[src/rtl/hvac_zone_scheduler.sv]
// hvac_zone_scheduler: round-robin sharing of one heat/cool plant across four zones with min/max on-time and dead time
module hvac_zone_scheduler #(
  parameter int SETPOINT = 20,
  parameter int HYST = 2,
  parameter int MIN_ON = 8,
  parameter int MAX_ON = 32,
  parameter int DEADTIME = 4
) (
  input  logic        clk,
  input  logic        rst,
  input  logic        enable,
  input  logic [19:0] zone_temp,
  output logic        heat,
  output logic        cool,
  output logic [3:0]  zone_valve,
  output logic [1:0]  zone_sel,
  output logic        busy
);
  localparam logic [1:0] IDLE = 2'd0, HEAT = 2'd1, COOL = 2'd2, DEAD = 2'd3;
  localparam int RW = $clog2(MAX_ON + 1);
  localparam int DW = $clog2(DEADTIME + 1);
  localparam logic [4:0] LO = 5'(SETPOINT - HYST), HI = 5'(SETPOINT + HYST), SP = 5'(SETPOINT);
  localparam logic [RW-1:0] MIN_C = RW'(MIN_ON), MAX_C = RW'(MAX_ON);
  localparam logic [DW-1:0] DEAD_C = DW'(DEADTIME);
  logic [3:0] heat_need, cool_need, need, valve_q;
  logic [1:0] state_q, state_d, sel_q, sel_d, rr_q, rr_d, pick;
  logic [RW-1:0] run_q, run_d;
  logic [DW-1:0] dead_q, dead_d;
  logic [4:0] t_sel;
  logic found, sat, opp, others, rel, heat_q, cool_q, busy_q;
  for (genvar i = 0; i < 4; i++) begin : g_need
    assign heat_need[i] = zone_temp[5*i +: 5] < LO;
    assign cool_need[i] = zone_temp[5*i +: 5] > HI;
  end
  assign need = heat_need | cool_need;
  always_comb begin
    pick = rr_q;
    found = 1'b0;
    for (int k = 3; k >= 0; k--)
      if (need[rr_q + 2'(k)]) begin
        pick = rr_q + 2'(k);
        found = 1'b1;
      end
  end
  assign t_sel = zone_temp[5*sel_q +: 5];
  assign sat = state_q == HEAT ? t_sel >= SP : t_sel <= SP;
  assign opp = state_q == HEAT ? cool_need[sel_q] : heat_need[sel_q];
  assign others = |(need & ~(4'b1 << sel_q));
  assign rel = !enable || opp || (run_q >= MIN_C && sat) || (run_q >= MAX_C && others);
  always_comb begin
    state_d = state_q;
    sel_d = sel_q;
    rr_d = rr_q;
    run_d = run_q;
    dead_d = dead_q;
    if (state_q == IDLE) begin
      if (enable && found) begin
        state_d = heat_need[pick] ? HEAT : COOL;
        sel_d = pick;
        run_d = RW'(1);
      end
    end else if (state_q == DEAD) begin
      dead_d = dead_q - DW'(1);
      state_d = dead_q <= DW'(1) ? IDLE : DEAD;
    end else if (rel) begin
      state_d = DEAD;
      rr_d = sel_q + 2'd1;
      dead_d = DEAD_C;
    end else begin
      run_d = run_q == MAX_C ? run_q : run_q + RW'(1);
    end
  end
  always_ff @(posedge clk) begin
    if (rst) begin
      state_q <= IDLE;
      sel_q <= '0;
      rr_q <= '0;
      run_q <= '0;
      dead_q <= '0;
      heat_q <= 1'b0;
      cool_q <= 1'b0;
      valve_q <= '0;
      busy_q <= 1'b0;
    end else begin
      state_q <= state_d;
      sel_q <= sel_d;
      rr_q <= rr_d;
      run_q <= run_d;
      dead_q <= dead_d;
      heat_q <= state_d == HEAT;
      cool_q <= state_d == COOL;
      valve_q <= (state_d == HEAT || state_d == COOL) ? 4'b1 << sel_d : 4'b0;
      busy_q <= state_d != IDLE;
    end
  end
  assign heat = heat_q;
  assign cool = cool_q;
  assign zone_valve = valve_q;
  assign zone_sel = sel_q;
  assign busy = busy_q;
endmodule

[config.mk]
export PLATFORM = sky130hd
export DESIGN_NAME = hvac_zone_scheduler
export DESIGN_NICKNAME = d
export VERILOG_FILES = /design/src/rtl/hvac_zone_scheduler.sv
export SDC_FILE = /design/constraint.sdc
export NUM_CORES = 1
export LEC_CHECK = 0
export ABC_AREA = 1
export BUFFER_PORTS_ARGS = -buffer_cell sky130_fd_sc_hd__buf_2
export CORE_UTILIZATION = 35
export DETAILED_ROUTE_END_ITERATION = 7
export GPL_ROUTABILITY_DRIVEN = 0
export MAX_ROUTING_LAYER = met4
export PLACE_DENSITY_LB_ADDON = 0.15
export SLEW_MARGIN = 0
export SYNTH_ARGS = -nofsm -noshare
export SYNTH_HDL_FRONTEND = slang
export SYNTH_SLANG_ARGS = --single-unit
[constraint.sdc]
create_clock -name clk -period 3.9 [get_ports clk]
set_input_delay 0.39 -clock clk [delete_from_list [all_inputs] [get_ports clk]]
set_output_delay 0.39 -clock clk [all_outputs]
set_load 0.02 [all_outputs]
==> run summary, run 1 <==
outcome: complete, no violations
Initial Utilization: 37.1%
DRT Wirelength: 4.60 mm
Crit path max-delay family: simple AND/OR/NAND/NOR gates
GRT overflow: 0
Mapped Area: 1930 um2
CTS tree: yes
Resized Gates After CTS: 0
CTS Hold Buffers Added: 0
post-synthesis sequential area ratio: 22.8%
FILL cells: 565
row cnt: 26
deepest clock path buffer count: 2
placed cell area: 2140 um2
Setup crit start kind: flop
CP most frequent cell: nand2_1
cells after synthesis: 305
mean post-synth cell area: 6.34 um2
Top Ports: 32
synth warn: 0
RSZ-0062 raised after global routing: false
clk slew on worst S/H paths: 80 ps
H-tree level count: 1
Final setup viols: 0
max incr delay on CP: 470 ps
ys async rst share: 0%
clock buffer count from CTS: 3
nets: 373
simple-gate share of the synthesized area: 37.4%
1st-iter DRT viols: 161
Synth Register Bits: 22
via count: 1971
fmax: 378 MHz
XOR/XNOR share of the synthesized area: 2.65%
Die X-Extent: 76.3 um
Die Area: 5820 um2
Tcrit/Tclk final: 67.8%
crit path kind: reg -> reg
CP max FO: 13
Synth Area in Adders: 9.06%
hold_ws: 499 ps
GRT Overall Usage: 17.5%
Hold Violations, Final: 0
postcts setup bufs: 0
number of global-route vias before repair: 1897
max cap viols: 0
top-count cell post-synth: nand2_1
Vias/cell: 4.87
root buf cell: clkbuf_8
worst setup path startpoint: zone_sel[0]
Pleak: 1.09 nW
first-pass GRT wire length: 8.25 mm
WP data required: 4060 ps
CP bufs+invs: 4
Routed Antenna Nets: 0
crit path DAT: 2800 ps
Layout area overhead: 14.4%
R2R Path Start: zone_sel[0]
DRC viols: 0
mux contribution to synthesized area: 0%
main combinational cell family by area after synthesis: simple AND/OR/NAND/NOR gates
fin crit period: 2650 ps
Placeable Area: 5200 um2
VDD IR max: 0.426 mV
n_diodes: 0
actual slew at the worst max-slew pin: 371 ps
clk_lat worst skew: 260 ps
wire length per cell: 11.4 um
clk_skew: 3.19 ps
Hold Crit Start: dead_q[2]
largest area contributor in the netlist: dfxtp_1
die height: 76.3 um
Area contributors post-synth: dfxtp_1, nand2_1, ha_1, nand3_1, inv_1
worst path cell trace: buf_4 > clkinv_2 > nor2_1 > nor2_1 > o21ai_1 > nand3_1 > o31ai_1 > inv_2 > nand2_1 > nand4_4 > nand2_1 > o211ai_1 > nand2_1 > nand2_1 > inv_1 > ha_1 > nand3_1 > nor2_1
Post-synth EDFFs: 0
P per Cell Area: 670 nW/um2
Main synth FF type: dfxtp_1
crit end category: flop
Slowest-stage cell, CP: dfxtp_1
slew margin rel.: 75.3%
Slew Limit Fails: 0
Commonest cells post-synth: nand2_1, inv_1, nand3_1, nor2_1, dfxtp_1
compound-gate portion of the synthesized area: 16.5%
Design Power: 1.48 mW
Hold Path Class: reg -> reg
initial antenna violation count: 0
Net Count, Synth: 342
input/output buffers: 31
Final Instance Area: 2210 um2
Synth cell types: 37
Setup TNS: 0 ps
CTS Sinks: 22
share of the synthesized area in the top cell type: 22.8%
first drt pass iteration count: 5
largest net degree at the start of global routing: 17
share of layout cells above drive strength 1: 17.0%
final HPWL from detailed placement: 3.70 mm
## report_power, final
| group | internal, mW | total [mW] | leakage, nW | switching [mW] |
|---|---|---|---|---|
| Sequential | 0.291 | 0.352 | 0.180 | 0.0604 |
| Combinational | 0.313 | 0.919 | 0.879 | 0.606 |
| Clock | 0.137 | 0.212 | 0.0357 | 0.0748 |
| Total | 0.742 | 1.48 | 1.09 | 0.741 |
## cells in the final DEF, fill, tap and decap left out, drive strengths merged
cell type / synthesis / final
nand3: 31 / 31
ha: 14 / 14
a21o: 1 / 1
clkbuf: 2 / 3
and2: 2 / 2
o31ai: 2 / 2
xnor2: 3 / 3
and3: 3 / 3
nand2: 71 / 71
o21a: 3 / 3
dfxtp: 22 / 22
clkinv: 4 / 4
xor2: 2 / 2
nand4: 13 / 13
a21oi: 17 / 17
o2111ai: 1 / 1
nor3: 7 / 7
o211ai: 2 / 2
inv: 44 / 44
buf: 4 / 32
o22ai: 2 / 2
nor2: 29 / 29
bufinv: 0 / 1
o21ai: 26 / 26
## worst register-to-register path, cell delays in order (launching register included)
cell	delay (ps)
dfxtp_1	470
buf_4	250
clkinv_2	190
nor2_1	130
nor2_1	60
o21ai_1	90
nand3_1	120
o31ai_1	100
inv_2	60
nand2_1	100
nand4_4	130
nand2_1	90
o211ai_1	80
nand2_1	90
nand2_1	90
inv_1	80
ha_1	240
nand3_1	110
nor2_1	40
## kinds of logic (layout without fill, tap and decap cells)
group / count (synthesis) / in the layout
XOR/XNOR: 5 / 5
AO/OA/AOI/OAI: 54 / 54
adder cells (fa/ha/maj): 14 / 14
buffers and inverters: 54 / 84
AND/OR/NAND/NOR: 156 / 156
flip-flops: 22 / 22
## flip-flops by register name, indices dropped and copies added (netlist names)
name	flops
zone_valve	4
dead_q	3
rr_q	2
busy	1
heat	1
run_q	6
zone_sel	2
state_q	2
cool	1
## path summary, 6_finish.rpt
kind / to / slack (ps) / cells past startpoint
max: zone_valve[1] / 1250 / 18
min: dead_q[2] / 500 / 2
max reg2reg: zone_valve[1] / 1250 / 18
min reg2reg: dead_q[2] / 500 / 2
## per-stage QoR
stage,setup WS (ps),std cells,util (%)
final,1250,405,42.5
after CTS,1230,405,42.5
after global routing,938,405,42.5
after floorplan,1640,305,-
after global placement,1190,401,41.1
after detailed placement,1250,401,41.1
## metal layers
| layer | global-route usage (%) | wire length [um] | vias up |
|---|---|---|---|
| met3 | 2.51 | 189 | 4 |
| met2 | 28.3 | 2130 | 43 |
| met1 | 22.8 | 2240 | 862 |
| li1 | - | - | 1062 |
| met5 | - | 0 | - |
| met4 | 4.42 | 34 | 0 |
## layout make-up
| type | instances | area, um2 | share of cell area, % |
|---|---|---|---|
| sequential | 22 | 440 | 19.9 |
| tap | 70 | 87.6 | 3.96 |
| multi-input combinational | 229 | 1270 | 57.4 |
| inverter | 48 | 181 | 8.20 |
| clock buffer | 3 | 41.3 | 1.87 |
| timing repair buffer | 32 | 163 | 7.35 |
| clock inverter | 1 | 30.0 | 1.36 |
No activity file was read; power rests on OpenSTA's default activity.
==> run 2, diff against run 1 <==
==> constraint.sdc (replaced) <==
create_clock -name clk -period 2.55 [get_ports clk]
set_input_delay 0.255 -clock clk [delete_from_list [all_inputs] [get_ports clk]]
set_output_delay 0.255 -clock clk [all_outputs]
set_load 0.02 [all_outputs]
==> run 2 against run 1 <==
Effect of this change:
- clock skew shrank 1.5 ps
- design area grew 2.3%
- first-iteration DRC count shrank 29%
- largest cell class unchanged
- power grew 57%
- critical path type unchanged
==> run summary, run 2 (same netlist as run 1, synthesis figures left out) <==
Placeable Area: 5200 um2
max cap viols: 0
CTS Sinks: 22
Slew Limit Fails: 0
wire length per cell: 11.3 um
Largest register FFs: 6
Routed Antenna Nets: 0
GRT Overall Usage: 16.6%
met3 usage: 2.51%
first drt pass iteration count: 4
WP data required: 2710 ps
Die Area: 5820 um2
die height: 76.3 um
Crit path max-delay family: simple AND/OR/NAND/NOR gates
Largest Register: run_q
row cnt: 26
DRT Wirelength: 4.64 mm
outcome: complete, no violations
RSZ-0062 raised after global routing: false
Hold Violations, Final: 0
slew margin rel.: 76.7%
Setup crit start kind: flop
CTS tree: yes
Final setup viols: 0
Setup TNS: 0 ps
CP max FO: 4
clock buffer count from CTS: 3
deepest clock path buffer count: 2
crit end category: flop
share of layout cells above drive strength 1: 19.1%
most frequent cells in the layout: nand2_1, inv_1, buf_2
crit path kind: reg -> reg
fmax: 432 MHz
clk_lat worst skew: 260 ps
input/output buffers: 31
clk slew on worst S/H paths: 80 ps
root buf cell: clkbuf_8
DRC viols: 0
n_diodes: 0
max incr delay on CP: 370 ps
Vias/cell: 4.83
Slowest-stage cell, CP: dfxtp_1
clk_skew: 1.69 ps
crit path DAT: 2470 ps
final HPWL from detailed placement: 3.75 mm
CP bufs+invs: 4
H-tree level count: 1
Die X-Extent: 76.3 um
worst path cell trace: buf_4 > nand4_1 > buf_4 > nand3_1 > nand2_1 > inv_2 > nand3_1 > nand3_1 > nand3_1 > nand3_1 > nand3_1 > nand2_1 > inv_1 > ha_1 > nand3_1 > nor2_1
Pleak: 1.13 nW
via count: 1982
initial antenna violation count: 0
first-pass GRT wire length: 7.69 mm
Initial Utilization: 37.1%
M2 GR Usage: 29.4%
CTS Hold Buffers Added: 0
P per Cell Area: 1030 nW/um2
largest net degree at the start of global routing: 17
number of global-route vias before repair: 1833
final core occ: 43.5%
Layout area overhead: 17.0%
global-route track usage on met1: 20.1%
fin crit period: 2310 ps
CP most frequent cell: nand3_1
Top Ports: 32
actual slew at the worst max-slew pin: 350 ps
Tcrit/Tclk final: 90.8%
GRT overflow: 0
nets: 378
1st-iter DRT viols: 114
busiest grt layer: met2
VDD IR max: 0.564 mV
Hold Path Class: in -> reg
most common cell after layout, fill and taps aside: nand2_1
-- run 2: stage by stage --
stage / setup WS, ps / instance area, um2 / power [mW] / hold slack (ps) / cells
floorplan: 289 / 1930 / 1.66 / 456 / 305
global placement: 128 / 2160 / 2.00 / 474 / 404
detailed placement: 75.7 / 2160 / 1.98 / 486 / 404
CTS: 180 / 2230 / 2.32 / 361 / 408
global route: 10.9 / 2260 / 2.58 / 379 / 410
finish: 236 / 2260 / 2.32 / 363 / 410
-- run 2: area by class of cell --
type                       count  area (um2)
clock buffer                   3        41.3
clock inverter                 1        30.0
fill                         573        2940
inverter                      48         183
multi-input combinational    229        1270
sequential                    22         443
tap                           70        87.6
timing repair buffer          37         204
-- run 2: repair_timing --
item                       CTS  global route
buffers inserted             0             2
setup endpoints to repair    0             4
gates resized for setup      0             5
-- run 2: power by group --
part | total (mW) | leakage [nW] | switching, mW | internal [mW]
registers | 0.522 | 0.181 | 0.0746 | 0.448
logic | 1.48 | 0.910 | 0.960 | 0.517
clock network | 0.325 | 0.0357 | 0.115 | 0.210
total | 2.32 | 1.13 | 1.15 | 1.17
-- run 2: metal layers --
| metal | share of wire (%) | vias to the layer above | wire, um |
|---|---|---|---|
| li1 | - | 1078 | - |
| met1 | 48 | 872 | 2230 |
| met2 | 48 | 30 | 2230 |
| met3 | 3.5 | 2 | 163 |
| met4 | 0.47 | 0 | 22 |
| met5 | 0 | - | 0 |
-- run 2: path summary, 6_finish.rpt --
| kind | endpoint | cells after the start | slack [ps] | from |
|---|---|---|---|---|
| worst min-delay path | state_q[1] | 2 | 360 | rst |
| worst max-delay path | zone_valve[1] | 16 | 240 | rr_q[0] |
| worst min register to register | dead_q[2] | 2 | 500 | dead_q[2] |
| worst max register to register | zone_valve[1] | 16 | 240 | rr_q[0] |
==> run 3, diff against run 2 <==
--- a/config.mk
+++ b/config.mk
@@ -12,6 +12,7 @@
 export GPL_ROUTABILITY_DRIVEN = 0
 export MAX_ROUTING_LAYER = met4
 export PLACE_DENSITY_LB_ADDON = 0.15
+export REMOVE_ABC_BUFFERS = 1
 export SLEW_MARGIN = 0
 export SYNTH_ARGS = -nofsm -noshare
 export SYNTH_HDL_FRONTEND = slang
==> run 3 against run 2 <==
Effect of this change:
- maximum frequency grew 2.9%
- clock skew grew 0.50 ps
- sequential power is essentially flat
- routed wire length grew 0.95%
- design area grew 2.8%
- hold slack gained 2.5 ps
- global-route usage grew 0.83 points
- sequential cell count is the same
- clock power is essentially flat
- register-to-register slack gained 60 ps
- clock-buffer cell count is the same
- first-iteration DRC count shrank 43%
- critical endpoint is now zone_valve[3]
==> run summary, run 3 (same netlist as run 1, synthesis figures left out) <==
most common cell after layout, fill and taps aside: nand2_1
fmax: 444 MHz
Die Area: 5820 um2
Final Instance Area: 2330 um2
DRT Wirelength: 4.69 mm
sw frac: 49.1%
wire length per cell: 11.4 um
CTS tree: yes
Slew Limit Fails: 0
crit path kind: reg -> reg
row cnt: 26
Pleak: 1.14 nW
Final setup viols: 0
die height: 76.3 um
Initial Utilization: 37.1%
root buf cell: clkbuf_8
FILL cells: 575
Setup TNS: 0 ps
placed cell area: 2180 um2
outcome: complete, no violations
via count: 1990
1st-iter DRT viols: 65
Comb pwr share: 66.0%
RSZ-0062 raised after global routing: false
fin crit period: 2250 ps
crit path DAT: 2400 ps
largest net degree at the start of global routing: 17
crit end category: flop
first drt pass iteration count: 4
R2R Path Start: zone_sel[0]
Hold Crit Start: rst
VDD IR max: 0.732 mV
clk_skew: 2.19 ps
Multi-input gate area: 1320 um2
reg2reg path depth: 18
max cap viols: 0
R2R setup slack: 300 ps
Setup crit start kind: flop
actual slew at the worst max-slew pin: 352 ps
Largest Register: run_q
share of layout cells above drive strength 1: 21.7%
clock share of power: 13.0%
Hold Crit Endpoint: busy
sequential fraction of design power: 21.0%
P per Cell Area: 1070 nW/um2
Largest register FFs: 6
initial antenna violation count: 0
input/output buffers: 31
CP max FO: 7
CP most frequent cell: nand2_1
Hold Violations, Final: 0
worst path cell trace: buf_4 > nand2_1 > o21ai_1 > inv_1 > o21ai_1 > nand3_1 > o31ai_1 > inv_2 > nand2_1 > nand4_4 > nand2_1 > o211ai_1 > nand2_1 > nand2_2 > inv_1 > ha_4 > nand2_1 > nor2_1
Vias/cell: 4.84
Design Power: 2.48 mW
FF/Latch Area: 443 um2
final HPWL from detailed placement: 3.71 mm
deepest clock path buffer count: 2
FF-to-FF End: zone_valve[3]
clk slew on worst S/H paths: 80 ps
clock buffer count from CTS: 3
Placeable Area: 5200 um2
Layout area overhead: 20.3%
hold_ws: 365 ps
Die X-Extent: 76.3 um
H-tree level count: 1
Hold Path Class: in -> reg
Tcrit/Tclk final: 88.2%
GRT Overall Usage: 17.4%
nets: 379
max incr delay on CP: 360 ps
GRT overflow: 0
Routed Antenna Nets: 0
WP data required: 2700 ps
Slowest-stage cell, CP: dfxtp_2
most frequent cells in the layout: nand2_1, inv_1, buf_2
DRC viols: 0
clk_lat worst skew: 260 ps
slew margin rel.: 76.5%
number of global-route vias before repair: 1815
Top Ports: 32
CTS Sinks: 22
first-pass GRT wire length: 8.17 mm
P_sw: 1.22 mW
internal power: 1.26 mW
WHS Path Cells: 2
n_diodes: 0
[run 3: cell types whose count changed in the layout (fill, tap and decap cells not counted), sizes merged]
| cell | delta |
|---|---|
| buf | +1 |
| clkinv | +1 |
| inv | -1 |
[run 3: worst max path at each step]
stage             startpoint             to  slack (ps)  cells after the start
6_report         zone_sel[0]  zone_valve[3]         300                     18
2_1_floorplan    zone_sel[0]  zone_valve[1]           4                     16
4_1_cts          zone_sel[1]  zone_valve[1]         210                     17
3_5_place_dp   zone_temp[18]  zone_valve[1]         130                     20
5_1_grt              rr_q[0]  zone_valve[1]          30                     18
3_3_place_gp   zone_temp[18]  zone_valve[1]         170                     20
[run 3: cell type report]
cell class / instances / share of cell area, %
inverter: 48 / 7.91
tap: 70 / 3.77
clock inverter: 1 / 1.29
clock buffer: 3 / 1.78
multi-input combinational: 229 / 56.6
sequential: 22 / 19.0
timing repair buffer: 38 / 9.63
[run 3: what timing repair did]
item                       4_1_cts  5_1_grt
hold buffers                     0        0
setup buffers                    0        3
gates resized for setup          0       13
setup endpoints to repair        0        4
[run 3: layer usage]
metal  GRT usage (%)  vias up  share of wire [%]
met2            26.8       32                 42
met1            24.1      875                 53
met3            2.87        2                3.9
met4            3.46        0               0.58
met5               -        -                  0
li1                -     1081                  -
[run 3: critical path, delay by kind of cell, from the launching register on]
kind / cells / cell delay [ps]
adder cells (fa/ha/maj): 1 / 220
AO/OA/AOI/OAI: 4 / 410
AND/OR/NAND/NOR: 9 / 780
flip-flops: 1 / 360
buffers and inverters: 4 / 360
[run 3: through the flow]
step,instances,setup slack (ps),util [%]
floorplan,299,4.30,-
global placement,404,173,41.8
detailed placement,404,127,41.8
CTS,408,209,43.2
global route,411,34.6,44.7
finish,411,300,44.7
[run 3: power by group through the flow]
stage               combinational [mW]  sequential [mW]  clock (mW)
floorplan                         1.02            0.597           0
global placement                  1.49            0.527           0
detailed placement                1.48            0.525           0
CTS                               1.49            0.518       0.331
global route                      1.86            0.537       0.349
finish                            1.64            0.521       0.323
